File: config.mk
export PLATFORM = sky130hd
export DESIGN_NAME = ex_muldiv_ctrl
export DESIGN_NICKNAME = d
export VERILOG_FILES = /design/src/rtl/ex_muldiv_ctrl.sv
export SDC_FILE = /design/constraint.sdc
export NUM_CORES = 1
export LEC_CHECK = 0
export ABC_AREA = 0
export BUFFER_PORTS_ARGS = -buffer_cell sky130_fd_sc_hd__buf_2
export CAP_MARGIN = 20
export CELL_PAD_IN_SITES_DETAIL_PLACEMENT = 1
export CELL_PAD_IN_SITES_GLOBAL_PLACEMENT = 2
export CORE_ASPECT_RATIO = 1.25
export CORE_MARGIN = 2
export CORE_UTILIZATION = 37
export CTS_CLUSTER_SIZE = 28
export DETAILED_ROUTE_END_ITERATION = 7
export HOLD_SLACK_MARGIN = 0.06
export PLACE_DENSITY = 0.84
export SLEW_MARGIN = 5
export SYNTH_ARGS = -nofsm -noshare
export SYNTH_HDL_FRONTEND = slang
export SYNTH_SLANG_ARGS = --single-unit
File: constraint.sdc
create_clock -name clk -period 6.1 [get_ports clk]
set_input_delay 1.22 -clock clk [delete_from_list [all_inputs] [get_ports clk]]
set_output_delay 1.22 -clock clk [all_outputs]
set_load 0.02 [all_outputs]
File: src/rtl/ex_muldiv_ctrl.sv
// ex_muldiv_ctrl: iterative RV32M multiply/divide sequencer beside the EX-stage ALU
//   clk, rst_n (async, active-low)
//   i_start/i_func3/i_op1/i_op2/i_rd : M-extension op from the EX operand muxes
//   i_flush  : kill in-flight op
//   o_stall  : combinational pipeline hold
//   o_valid/o_result/o_rd : registered one-cycle result
module ex_muldiv_ctrl #(
   parameter int XLEN      = 32,
   parameter bit EARLY_OUT = 1'b1
) (
   input  logic            clk,
   input  logic            rst_n,
   input  logic            i_start,
   input  logic [2:0]      i_func3,
   input  logic [XLEN-1:0] i_op1,
   input  logic [XLEN-1:0] i_op2,
   input  logic [4:0]      i_rd,
   input  logic            i_flush,
   output logic            o_stall,
   output logic            o_valid,
   output logic [XLEN-1:0] o_result,
   output logic [4:0]      o_rd
);
   localparam logic [1:0] IDLE = 2'd0;
   localparam logic [1:0] CALC = 2'd1;
   localparam logic [1:0] DONE = 2'd2;
   logic [1:0]        r_state;
   logic [4:0]        r_cnt;
   logic [2:0]        r_func3;
   logic [4:0]        r_rd;
   logic [XLEN-1:0]   r_m;
   logic [2*XLEN-1:0] r_acc;
   logic              r_neg;
   logic              r_spec;
   logic [XLEN-1:0]   r_spec_val;
   logic              r_valid;
   logic [XLEN-1:0]   r_result;
   logic              w_div, w_s1, w_s2, w_n1, w_n2, w_neg;
   logic [XLEN-1:0]   w_a1, w_a2;
   logic              w_div0, w_ovf, w_mulz, w_spec;
   logic [XLEN-1:0]   w_spec_val;
   logic [XLEN:0]     w_sum, w_shift, w_diff;
   logic [2*XLEN-1:0] w_acc_nx, w_prod;
   logic [XLEN-1:0]   w_div_sel, w_div_res, w_calc_res;
   // Operand signedness: DIV/REM signed, DIVU/REMU not; MULHSU signs op1 only, MULHU neither.
   assign w_div  = i_func3[2];
   assign w_s1   = w_div ? ~i_func3[0] : (i_func3[1:0] != 2'b11);
   assign w_s2   = w_div ? ~i_func3[0] : ~i_func3[1];
   assign w_n1   = w_s1 & i_op1[XLEN-1];
   assign w_n2   = w_s2 & i_op2[XLEN-1];
   assign w_a1   = w_n1 ? -i_op1 : i_op1;
   assign w_a2   = w_n2 ? -i_op2 : i_op2;
   // Remainders follow the dividend sign; everything else is the sign product.
   assign w_neg  = (w_div & i_func3[1]) ? w_n1 : (w_n1 ^ w_n2);
   assign w_div0 = w_div & (i_op2 == '0);
   assign w_ovf  = w_div & ~i_func3[0] & (i_op1 == {1'b1, {(XLEN-1){1'b0}}}) & (i_op2 == '1);
   assign w_mulz = ~w_div & ((i_op1 == '0) | (i_op2 == '0));
   assign w_spec = w_div0 | w_ovf | w_mulz;
   assign w_spec_val = w_div0 ? (i_func3[1] ? i_op1 : '1) :
                       w_ovf  ? (i_func3[1] ? '0 : {1'b1, {(XLEN-1){1'b0}}}) : '0;
   // r_acc: multiply = {partial sum, multiplier shifting out}; divide = {remainder, quotient/dividend}.
   assign w_sum    = {1'b0, r_acc[2*XLEN-1:XLEN]} + (r_acc[0] ? {1'b0, r_m} : '0);
   assign w_shift  = r_acc[2*XLEN-1:XLEN-1];
   assign w_diff   = w_shift - {1'b0, r_m};
   assign w_acc_nx = ~r_func3[2] ? {w_sum, r_acc[XLEN-1:1]} :
                     w_diff[XLEN] ? {w_shift[XLEN-1:0], r_acc[XLEN-2:0], 1'b0} :
                                    {w_diff[XLEN-1:0], r_acc[XLEN-2:0], 1'b1};
   assign w_prod     = r_neg ? -w_acc_nx : w_acc_nx;
   assign w_div_sel  = r_func3[1] ? w_acc_nx[2*XLEN-1:XLEN] : w_acc_nx[XLEN-1:0];
   assign w_div_res  = r_neg ? -w_div_sel : w_div_sel;
   assign w_calc_res = r_spec ? r_spec_val :
                       r_func3[2] ? w_div_res :
                       (r_func3[1:0] == 2'b00) ? w_prod[XLEN-1:0] : w_prod[2*XLEN-1:XLEN];
   assign o_stall  = ((r_state == IDLE) & i_start & ~i_flush) | (r_state == CALC);
   assign o_valid  = r_valid;
   assign o_result = r_result;
   assign o_rd     = r_rd;
   always_ff @(posedge clk or negedge rst_n) begin
      if (!rst_n) begin
         r_state    <= IDLE;
         r_cnt      <= '0;
         r_func3    <= '0;
         r_rd       <= '0;
         r_m        <= '0;
         r_acc      <= '0;
         r_neg      <= 1'b0;
         r_spec     <= 1'b0;
         r_spec_val <= '0;
         r_valid    <= 1'b0;
         r_result   <= '0;
      end else begin
         r_valid <= 1'b0;
         if (i_flush) r_state <= IDLE;
         else case (r_state)
            IDLE: if (i_start) begin
               r_func3    <= i_func3;
               r_rd       <= i_rd;
               r_neg      <= w_neg;
               r_spec     <= w_spec;
               r_spec_val <= w_spec_val;
               r_cnt      <= '0;
               r_m        <= w_div ? w_a2 : w_a1;
               r_acc      <= {{XLEN{1'b0}}, w_div ? w_a1 : w_a2};
               if (EARLY_OUT && w_spec) begin
                  r_state  <= DONE;
                  r_valid  <= 1'b1;
                  r_result <= w_spec_val;
               end else r_state <= CALC;
            end
            CALC: begin
               r_acc <= w_acc_nx;
               r_cnt <= r_cnt + 5'd1;
               if (r_cnt == 5'(XLEN-1)) begin
                  r_state  <= DONE;
                  r_valid  <= 1'b1;
                  r_result <= w_calc_res;
               end
            end
            default: r_state <= IDLE;
         endcase
      end
   end
endmodule

==> results of run 1 <==
-- sequential cells by signal (all words and copies together), names as in the netlist --
signal / count
o_rd: 5
o_valid: 1
r_acc: 64
r_cnt: 5
r_func3: 3
o_result: 32
r_neg: 1
r_spec: 1
r_spec_val: 32
r_m: 32
r_state: 2
-- layout make-up --
class                      count  area (µm²)  share of cell area
multi-input combinational   2275       14000               0.651
sequential                   178        4460               0.208
timing repair buffer         211        1330              0.0621
tap                          665         832              0.0388
clock buffer                  17         425              0.0198
inverter                      73         274              0.0128
clock inverter                15         171             0.00799
antenna                        1        2.50            0.000117
-- worst max-delay path, stage by stage (launching register included) --
cell and delay [ps]:
sky130_fd_sc_hd__dfrtp_1 430, sky130_fd_sc_hd__inv_1 190, sky130_fd_sc_hd__ha_1 200, sky130_fd_sc_hd__inv_1 50, sky130_fd_sc_hd__fa_1 430, sky130_fd_sc_hd__a211oi_1 330
sky130_fd_sc_hd__o211ai_1 240, sky130_fd_sc_hd__nand3_2 180, sky130_fd_sc_hd__a21oi_2 80, sky130_fd_sc_hd__nor3_2 170, sky130_fd_sc_hd__buf_4 370, sky130_fd_sc_hd__nor2_1 150
sky130_fd_sc_hd__a21oi_1 150, sky130_fd_sc_hd__a31oi_1 90, sky130_fd_sc_hd__a21oi_1 220, sky130_fd_sc_hd__ha_1 210, sky130_fd_sc_hd__nor2_1 80, sky130_fd_sc_hd__nor2_1 90
sky130_fd_sc_hd__nor4b_1 410, sky130_fd_sc_hd__nand4_2 370, sky130_fd_sc_hd__or4_1 650, sky130_fd_sc_hd__mux2i_1 150, sky130_fd_sc_hd__a221oi_1 290, sky130_fd_sc_hd__o211ai_1 120
-- synthesized netlist by cell type (all sizes together), types with 9 or more instances --
library cell	number	area (µm²)
o31ai	58	445
a31oi	43	275
buf	46	251
a221oi	14	123
nand2	382	1430
mux2	11	124
inv	71	267
a21o	21	165
xnor2	88	771
nor3	74	385
o41ai	16	155
o21bai	9	67.6
and3	15	93.8
nor2b	20	125
mux2i	41	410
a211o	14	124
or2	19	119
nor2	240	903
a211oi	51	383
clkbuf	128	480
o2111ai	9	78.8
ha	71	888
nand3	65	340
a311oi	10	93.8
or3	33	216
dfrtp	178	4450
a22o	18	158
o21ai	312	1570
o22ai	13	81.3
or4	18	139
o21a	16	120
nand4	40	278
a31o	11	96.3
nor4	25	184
a21oi	229	1160
o211ai	40	300
xor2	74	648
nand2b	18	113
and2	46	288
-- layer usage --
metal | global-route usage | routed length, µm
met1 | 0.455 | 41400
met2 | 0.623 | 47100
met4 | 0.192 | 5610
met3 | 0.0524 | 6190
met5 | 0 | 26
-- through the flow --
stage,total power [mW],hold WS [ps],util,instances
after floorplan,4.68,440,-,2700
after global placement,6.47,455,0.403,3402
after detailed placement,6.52,464,0.403,3402
after CTS,7.74,484,0.415,3434
after global routing,8.29,506,0.415,3434
final,7.88,484,0.415,3435
-- power groups by stage --
| stage | clock network, mW | registers [mW] | logic [mW] |
|---|---|---|---|
| floorplan | 0 | 1.51 | 3.17 |
| global placement | 0 | 1.61 | 4.86 |
| detailed placement | 0 | 1.62 | 4.91 |
| CTS | 1.20 | 1.59 | 4.95 |
| global route | 1.23 | 1.63 | 5.43 |
| finish | 1.18 | 1.60 | 5.09 |
-- kinds of logic after synthesis --
kind of cell | count (synthesis)
xor gates and xnor gates | 162
buffers and inverters | 247
muxes | 52
and+or+nand+nor | 1025
AOI/OAI and AO/OA | 963
adders and majority gates | 73
DFF | 178
-- timing repair --
item	CTS	global route
gates resized for setup	0	3
hold buffers	0	0
endpoints found under the setup margin	0	6
-- how the worst min path moves through the flow --
stage                           to  slack [ps]
finish               r_spec_val[1]         480
global route              r_cnt[4]         510
CTS                  r_spec_val[1]         480
detailed placement   r_spec_val[1]         460
global placement          r_cnt[4]         460
floorplan           r_spec_val[31]         440
==> flow_summary_export.csv, run 1 <==
group,metric,value,unit
route,route.detailed.wl_per_inst,29.2,µm
finish,area_growth_syn_to_layout,10.8,%
power,ir_worst_vdd,0.000236,V
min_path,whs_path_depth,2,
power,switching_share,0.549,
placed_design,buffer_ports.inserted,114,
global_routing,number_of_antenna_violations_at_the_first_check_in_global_routing,7,
worst_setup_path,critical_path_class,"flop to flop",
worst_setup_path,path_max_fanout,22,
logic_synthesis,ys_ff_latch,178,
worst_setup_path,critPathRequiredTime,6460,ps
clock_tree,post-cts-setup-buffer-count,0,
clock_tree,numCtsBuffers,17,
worst_setup_path,cp_data_arrival_time,6140,ps
worst_setup_path,worstSetupStartpointType,"flop",
placed_design,gp_congestion,1.01,
timing,hold_violations,0,
logic_synthesis,synthMuxAreaShare,0.0276,
logic_synthesis,parity_gate_share_of_the_synthesized_area_counting_xor_and_xnor_cells,0.0733,
floorplan,chipHeight,260,µm
timing,final.setup.tns,0,ps
clock_tree,worst_setup_hold_path_clk_slew,80,ps
route,postRouteWirelength,100000,µm
logic_synthesis,largest_family_of_logic_cells_by_synthesized_area,"compound AO/OA/AOI/OAI gates",
worst_setup_path,crit-reg2reg-capture,"o_result[26]",
power,switchingPower,4.33,mW
finish,layout.cells.most_common_list,"sky130_fd_sc_hd__nand2_1 (380), sky130_fd_sc_hd__o21ai_0 (298), sky130_fd_sc_hd__nor2_1 (237), sky130_fd_sc_hd__a21oi_1 (227), sky130_fd_sc_hd__dfrtp_1 (175)",
clock_tree,cts.htree.levels,4,
finish,layout_commonest_cell,"sky130_fd_sc_hd__nand2_1",
route,vias,22300,
finish,post_route_cells_drive_above_1_share,0.120,
global_routing,grt_start_max_net_pins,95,
floorplan,die-width,209,µm
worst_setup_path,critical_path.endpoint_type,"flop",
power,combinationalPowerShare,0.646,
timing,post-route-worst-setup-slack,315,ps
route,drt_first_iter_violations,1844,
floorplan,die_area,54200,µm²
worst_setup_path,setup.worst_path.end,"o_result[26]",
clock_tree,cts.sinks,178,
power,intPower,3.55,mW
logic_synthesis,synth-main-ff-cell,"sky130_fd_sc_hd__dfrtp_1",
clock_tree,clockRootBuffer,"sky130_fd_sc_hd__clkbuf_16",
timing,min_period_over_period,0.948,
timing,maxSlewViolCount,0,
logic_synthesis,synth_compound_area_frac,0.317,
logic_synthesis,syn-instance-count,2700,
placed_design,dp_hpwl,79700,µm
logic_synthesis,synthDistinctLibCells,103,
route,antenna_violating_nets_post_route,0,
timing,relative_slew_margins,0.186,
logic_synthesis,synth_enable_flop_cells,0,
outcome,status,"complete, no violations",
timing,worstMarginPinSlew,1220,ps
logic_synthesis,yosys.area_share.adder,0.0479,
timing,fin_crit,5780,ps
logic_synthesis,synth_nets,2849,
floorplan,row_count,93,
clock_tree,cts_tree,"done",
power,pwr-share-seq,0.203,
timing,rsz0062_at_grt,"no",
logic_synthesis,synth-async-reset-ratio,1.00,
power,power.density_cell_area,367,nW/µm²
global_routing,total_grt_usage,0.368,
timing,worst_clock_skew,15.5,ps
finish,layout.cell_area.non_filler,21500,µm²
worst_setup_path,worst_r2r_path_depth,23,
job,drv_cap,0,
route,avgViaCountPerCell,6.48,
finish,layout.nets,2905,
worst_setup_path,setup.worst_path.start,"r_acc[31]",
logic_synthesis,synth-warning-count,0,
finish,fillCellCount,6586,
timing,setup_viol,0,
clock_tree,clk-insertion-delay-late,480,ps
min_path,worst_min_delay_path_startpoint,"r_spec_val[1]",
logic_synthesis,synth_sequential_area_ratio,0.230,
power,static-leakage-power,8.73,nW
route,drc,0,
global_routing,grt_overflow,0,
logic_synthesis,syn-mean-instance-area,7.17,µm²
placed_design,detailed_place.area,20800,µm²
global_routing,vias_in_the_first_global_route,22400,
worst_setup_path,source_of_the_worst_register_to_register_timing_path,"r_acc[31]",
min_path,hold_path_class,"flop to flop",
placed_design,placement.setup.worst_slack,306,ps
logic_synthesis,synth_area,19400,µm²
floorplan,core_region_area,51700,µm²
floorplan,boundaryPins,115,
floorplan,initial_core_util,0.375,
worst_setup_path,register_to_register_setup_slack,320,ps
route,detail_route.first_pass.iterations,6,
clock_tree,ctsLongestPathBuffers,2,
global_routing,global_route_wire_length_before_repair,149000,µm
power,p_clk_frac,0.150,
timing,maxClockFrequency,173,MHz
logic_synthesis,synth-simple-area-share,0.252,
No activity file was read; power rests on OpenSTA's default activity.
==> inputs of run 2 (changes only) <==
- CORE_MARGIN: 2 -> not set
==> flow_summary_export.csv, run 2 (synthesized netlist as in run 1, its figures left out) <==
group,metric,value,unit
outcome,status,"complete, no violations",
worst_setup_path,cp_data_arrival_time,6120,ps
finish,layout_commonest_cell,"sky130_fd_sc_hd__nand2_1",
timing,fin_crit,5740,ps
min_path,hold_path_end,"r_spec_val[29]",
worst_setup_path,path_max_fanout,6,
clock_tree,postCtsHoldBufs,0,
timing,final.setup.tns,0,ps
clock_tree,worst_setup_hold_path_clk_slew,90,ps
finish,layout.cells.most_common_list,"sky130_fd_sc_hd__nand2_1 (380), sky130_fd_sc_hd__o21ai_0 (298), sky130_fd_sc_hd__nor2_1 (237), sky130_fd_sc_hd__a21oi_1 (227), sky130_fd_sc_hd__dfrtp_1 (175)",
global_routing,vias_in_the_first_global_route,22400,
job,drv_cap,0,
floorplan,chipHeight,258,µm
clock_tree,clockRootBuffer,"sky130_fd_sc_hd__clkbuf_16",
global_routing,grt_start_max_net_pins,85,
clock_tree,clk-insertion-delay-late,500,ps
floorplan,die-width,207,µm
floorplan,initial_core_util,0.375,
timing,setup_viol,0,
worst_setup_path,worstSetupStartpointType,"flop",
timing,post-route-worst-setup-slack,364,ps
clock_tree,cts_tree,"done",
finish,layout.nets,2906,
timing,min_period_over_period,0.940,
power,ir_worst_vdd,0.000254,V
clock_tree,cts.sinks,178,
timing,worstMarginPinSlew,1160,ps
timing,worst_clock_skew,22.1,ps
worst_setup_path,register_to_register_setup_slack,360,ps
global_routing,number_of_antenna_violations_at_the_first_check_in_global_routing,4,
finish,final_core_utilization,0.415,
worst_setup_path,critical_path.endpoint_type,"flop",
route,drt_first_iter_violations,1891,
floorplan,boundaryPins,115,
worst_setup_path,worst_r2r_path_depth,23,
clock_tree,cts.htree.levels,4,
floorplan,row_count,93,
route,detail_route.first_pass.iterations,6,
placed_design,gp_congestion,1.00,
global_routing,global_route_wire_length_before_repair,148000,µm
timing,hold_violations,0,
timing,rsz0062_at_grt,"no",
timing,relative_slew_margins,0.221,
finish,post_route_cells_drive_above_1_share,0.120,
route,antenna_violating_nets_post_route,0,
min_path,whs_path_depth,2,
route,vias,22500,
finish,regMostFlops,"r_acc",
timing,maxClockFrequency,174,MHz
min_path,hold_path_class,"flop to flop",
min_path,worst_min_delay_path_startpoint,"r_spec_val[29]",
worst_setup_path,critPathRequiredTime,6480,ps
power,total_power_of_the_final_layout,7.88,mW
timing,maxSlewViolCount,0,
power,power.density_cell_area,367,nW/µm²
floorplan,die_area,53300,µm²
placed_design,buffer_ports.inserted,114,
finish,largest_register_ffs,64,
worst_setup_path,source_of_the_worst_register_to_register_timing_path,"r_acc[31]",
worst_setup_path,worstPathCellList,"inv_1, ha_1, inv_1, fa_1, a211oi_1, o211ai_1, nand3_2, a21oi_2, nor3_2, nor3_2, a21oi_1, ha_1, o211ai_1, nor2_2, nand2_1, or3_1, or2_1, nor4_2, a41o_1, xnor2_1, nand2_1, a221oi_1, o21ai_1",
route,drc,0,
clock_tree,numCtsBuffers,17,
global_routing,total_grt_usage,0.375,
finish,fillCellCount,6612,
power,static-leakage-power,8.72,nW
worst_setup_path,critical_path_class,"flop to flop",
route,route.detailed.wl_per_inst,29.1,µm
worst_setup_path,timing.critical_path.slowest_stage_cell,"sky130_fd_sc_hd__nor4_2",
route,postRouteWirelength,99900,µm
finish,area_growth_syn_to_layout,10.7,%
timing,whs,483,ps
clock_tree,ctsLongestPathBuffers,2,
worst_setup_path,crit-reg2reg-capture,"o_result[10]",
placed_design,dp_hpwl,78800,µm
floorplan,core_region_area,51700,µm²
route,avgViaCountPerCell,6.56,
global_routing,grt_overflow,0,
placed_design,placement.setup.worst_slack,282,ps
worst_setup_path,crit_path_max_incr_delay,530,ps
run 2: routing by layer:
| layer | wire [µm] | up-vias | track usage |
|---|---|---|---|
| met3 | 5920 | 227 | 0.0420 |
| met1 | 41200 | 11300 | 0.475 |
| met2 | 46800 | 928 | 0.617 |
| met5 | 13 | - | 0 |
| li1 | - | 10000 | - |
| met4 | 5950 | 2 | 0.209 |
run 2: where the power goes:
part | internal, mW | total [mW] | switching [mW] | leakage [nW]
Sequential | 1.34 | 1.59 | 0.249 | 2.30
Clock | 0.557 | 1.21 | 0.653 | 0.287
Combinational | 1.65 | 5.08 | 3.43 | 6.14
Total | 3.55 | 7.88 | 4.33 | 8.72
run 2: worst max path at each step:
| stage | end | slack, ps | from |
|---|---|---|---|
| after global routing | o_result[10] | 10 | r_acc[31] |
| after global placement | o_result[20] | 440 | r_acc[31] |
| after detailed placement | o_result[10] | 280 | r_acc[31] |
| after CTS | o_result[10] | 260 | r_acc[31] |
| final | o_result[10] | 360 | r_acc[31] |
| after floorplan | o_result[26] | 1000 | r_acc[42] |
run 2: repair_timing:
action,in CTS,in global routing
hold endpoints to repair,0,0
endpoints found under the setup margin,0,4
resized for setup,0,1
buffers inserted,0,0
run 2: area by class of cell:
type                    instances  area [µm²]  area share
well taps                     665         832      0.0388
inverters                      73         274      0.0128
clock inverters                15         176     0.00823
repair buffers                212        1330      0.0619
clock buffers                  17         425      0.0198
diodes                          1        2.50    0.000117
flip-flops and latches        178        4460       0.208
multi-input cells            2275       13900       0.650
run 2: worst max-delay path, delay by kind of cell (launching register included):
kind / cells / cell delay (ps)
and+or+nand+nor: 9 / 2210
xor gates and xnor gates: 1 / 120
buffers and inverters: 2 / 220
DFF: 1 / 420
AOI/OAI and AO/OA: 8 / 1720
adders and majority gates: 3 / 900
run 2: through the flow:
stage,instance area [µm²],std cells
detailed placement,20800,3403
finish,21400,3436
global route,21400,3436
CTS,21400,3435
floorplan,19400,2700
global placement,20800,3403
==> inputs of run 3 (changes only) <==
- CELL_PAD_IN_SITES_DETAIL_PLACEMENT: 1 -> 0
==> flow_summary_export.csv, run 3 (synthesized netlist as in run 1, its figures left out) <==
group,metric,value,unit
floorplan,die-width,207,µm
power,pwr-share-seq,0.204,
global_routing,grt_overflow,0,
global_routing,total_grt_usage,0.358,
timing,min_period_over_period,0.931,
worst_setup_path,register_to_register_setup_slack,420,ps
finish,seqCellArea,4460,µm²
clock_tree,clockRootBuffer,"sky130_fd_sc_hd__clkbuf_16",
worst_setup_path,source_of_the_worst_register_to_register_timing_path,"r_acc[0]",
power,intPower,3.58,mW
timing,worstMarginPinSlew,1200,ps
route,vias,22000,
timing,hold_violations,0,
placed_design,dp_hpwl,74800,µm
route,route.detailed.wl_per_inst,27.7,µm
finish,layout.cells.most_common_list,"sky130_fd_sc_hd__nand2_1 (380), sky130_fd_sc_hd__o21ai_0 (298), sky130_fd_sc_hd__nor2_1 (237), sky130_fd_sc_hd__a21oi_1 (227), sky130_fd_sc_hd__dfrtp_1 (175)",
worst_setup_path,path_buf_inv,1,
worst_setup_path,worstSetupStartpointType,"flop",
outcome,status,"complete, no violations",
worst_setup_path,cp_top_family,"compound AO/OA/AOI/OAI gates",
clock_tree,worst_setup_hold_path_clk_slew,90,ps
worst_setup_path,timing.critical_path.slowest_stage_cell,"sky130_fd_sc_hd__dfrtp_1",
finish,largest_register_ffs,64,
floorplan,initial_core_util,0.375,
worst_setup_path,worstPathCellList,"and2_1, ha_1, a21o_1, a21oi_1, a2111oi_0, buf_4, nor4bb_1, o21ai_0, a21oi_1, a31oi_1, nor4_1, nand3_1, nor3_1, mux2_2, a221o_1, o21ai_0",
power,ir_worst_vdd,0.000238,V
timing,maxSlewViolCount,0,
worst_setup_path,critPathRequiredTime,6510,ps
power,switching_share,0.541,
timing,setup_viol,0,
route,drt_first_iter_violations,2288,
timing,worst_clock_skew,14.3,ps
worst_setup_path,crit-reg2reg-capture,"o_result[25]",
route,detail_route.first_pass.iterations,5,
worst_setup_path,crit_path_max_incr_delay,870,ps
power,p_clk_frac,0.157,
floorplan,die_area,53300,µm²
timing,post-route-worst-setup-slack,421,ps
worst_setup_path,cp_data_arrival_time,6090,ps
clock_tree,cts.sinks,178,
power,power.density_cell_area,363,nW/µm²
finish,fin_cells,3437,
timing,relative_slew_margins,0.202,
route,postRouteWirelength,95300,µm
finish,layout.nets,2906,
min_path,whs_path_depth,2,
worst_setup_path,critical_path_class,"flop to flop",
power,combinationalPowerShare,0.639,
power,static-leakage-power,8.73,nW
finish,fillCellCount,5519,
clock_tree,cts_tree,"done",
global_routing,global_route_wire_length_before_repair,140000,µm
floorplan,core_region_area,51700,µm²
min_path,hold_path_class,"flop to flop",
placed_design,buffer_ports.inserted,114,
min_path,worst_min_delay_path_startpoint,"r_spec_val[1]",
finish,multi_input_comb_area,14000,µm²
finish,layout_commonest_cell,"sky130_fd_sc_hd__nand2_1",
finish,post_route_cells_drive_above_1_share,0.120,
timing,fin_crit,5680,ps
clock_tree,numCtsBuffers,17,
route,avgViaCountPerCell,6.40,
timing,rsz0062_at_grt,"no",
power,switchingPower,4.22,mW
clock_tree,post-cts-setup-buffer-count,0,
placed_design,placement.setup.worst_slack,345,ps
finish,final_core_utilization,0.416,
clock_tree,clk-insertion-delay-late,490,ps
clock_tree,cts.htree.levels,4,
worst_setup_path,worst_r2r_path_depth,16,
route,drc,0,
route,antenna_violating_nets_post_route,0,
clock_tree,ctsLongestPathBuffers,2,
global_routing,vias_in_the_first_global_route,21000,
floorplan,row_count,93,
timing,maxClockFrequency,176,MHz
floorplan,boundaryPins,115,
floorplan,chipHeight,258,µm
job,drv_cap,0,
finish,regMostFlops,"r_acc",
global_routing,number_of_antenna_violations_at_the_first_check_in_global_routing,6,
global_routing,grt_start_max_net_pins,85,
worst_setup_path,path_max_fanout,24,
finish,area_growth_syn_to_layout,10.9,%
placed_design,numPlacedInstances,3403,
min_path,hold_path_end,"r_spec_val[1]",
worst_setup_path,critical_path.endpoint_type,"flop",
placed_design,gp_congestion,1.00,
timing,final.setup.tns,0,ps
run 3: worst max-delay path by stage:
stage,startpoint,to,cells past startpoint
6_report,r_acc[0],o_result[25],16
5_1_grt,r_acc[31],o_result[26],23
3_5_place_dp,r_acc[31],o_result[10],23
2_1_floorplan,r_acc[42],o_result[26],21
3_3_place_gp,r_acc[31],o_result[20],22
4_1_cts,r_acc[31],o_result[10],23
run 3: through the flow:
stage               cell area, µm²  hold WS [ps]  power [mW]
global placement             20800           455        6.41
detailed placement           20800           461        6.39
floorplan                    19400           440        4.68
finish                       21500           481        7.80
CTS                          21400           480        7.64
global route                 21500           497        8.20
run 3: layer usage:
layer,vias to the layer above,share of wire,GRT usage
li1,10100,-,-
met5,-,0,0
met2,1132,0.47,0.590
met3,197,0.069,0.0435
met1,10600,0.41,0.460
met4,0,0.050,0.173
run 3: layout make-up:
class	instances	area share
multi-input combinational	2275	0.650
antenna	2	0.000233
timing repair buffer	212	0.0618
clock inverter	15	0.00868
inverter	73	0.0128
clock buffer	17	0.0198
tap	665	0.0388
sequential	178	0.208
run 3: repair_timing:
item / 4_1_cts / 5_1_grt
endpoints found under the setup margin: 0 / 4
resized for setup: 0 / 3
hold buffers: 0 / 0
run 3: power groups by stage:
stage	sequential, mW	clock (mW)	combinational (mW)
3_3_place_gp	1.59	0	4.82
2_1_floorplan	1.51	0	3.17
6_report	1.59	1.23	4.99
3_5_place_dp	1.60	0	4.79
4_1_cts	1.58	1.23	4.83
5_1_grt	1.61	1.27	5.32
run 3: worst reg2reg max path, stage by stage (launching register included):
cell and delay, ps:
sky130_fd_sc_hd__dfrtp_1 870, sky130_fd_sc_hd__and2_1 250, sky130_fd_sc_hd__ha_1 280, sky130_fd_sc_hd__a21o_1 200, sky130_fd_sc_hd__a21oi_1 370, sky130_fd_sc_hd__a2111oi_0 220
sky130_fd_sc_hd__buf_4 190, sky130_fd_sc_hd__nor4bb_1 650, sky130_fd_sc_hd__o21ai_0 200, sky130_fd_sc_hd__a21oi_1 390, sky130_fd_sc_hd__a31oi_1 120, sky130_fd_sc_hd__nor4_1 450
sky130_fd_sc_hd__nand3_1 200, sky130_fd_sc_hd__nor3_1 380, sky130_fd_sc_hd__mux2_2 380, sky130_fd_sc_hd__a221o_1 370, sky130_fd_sc_hd__o21ai_0 80
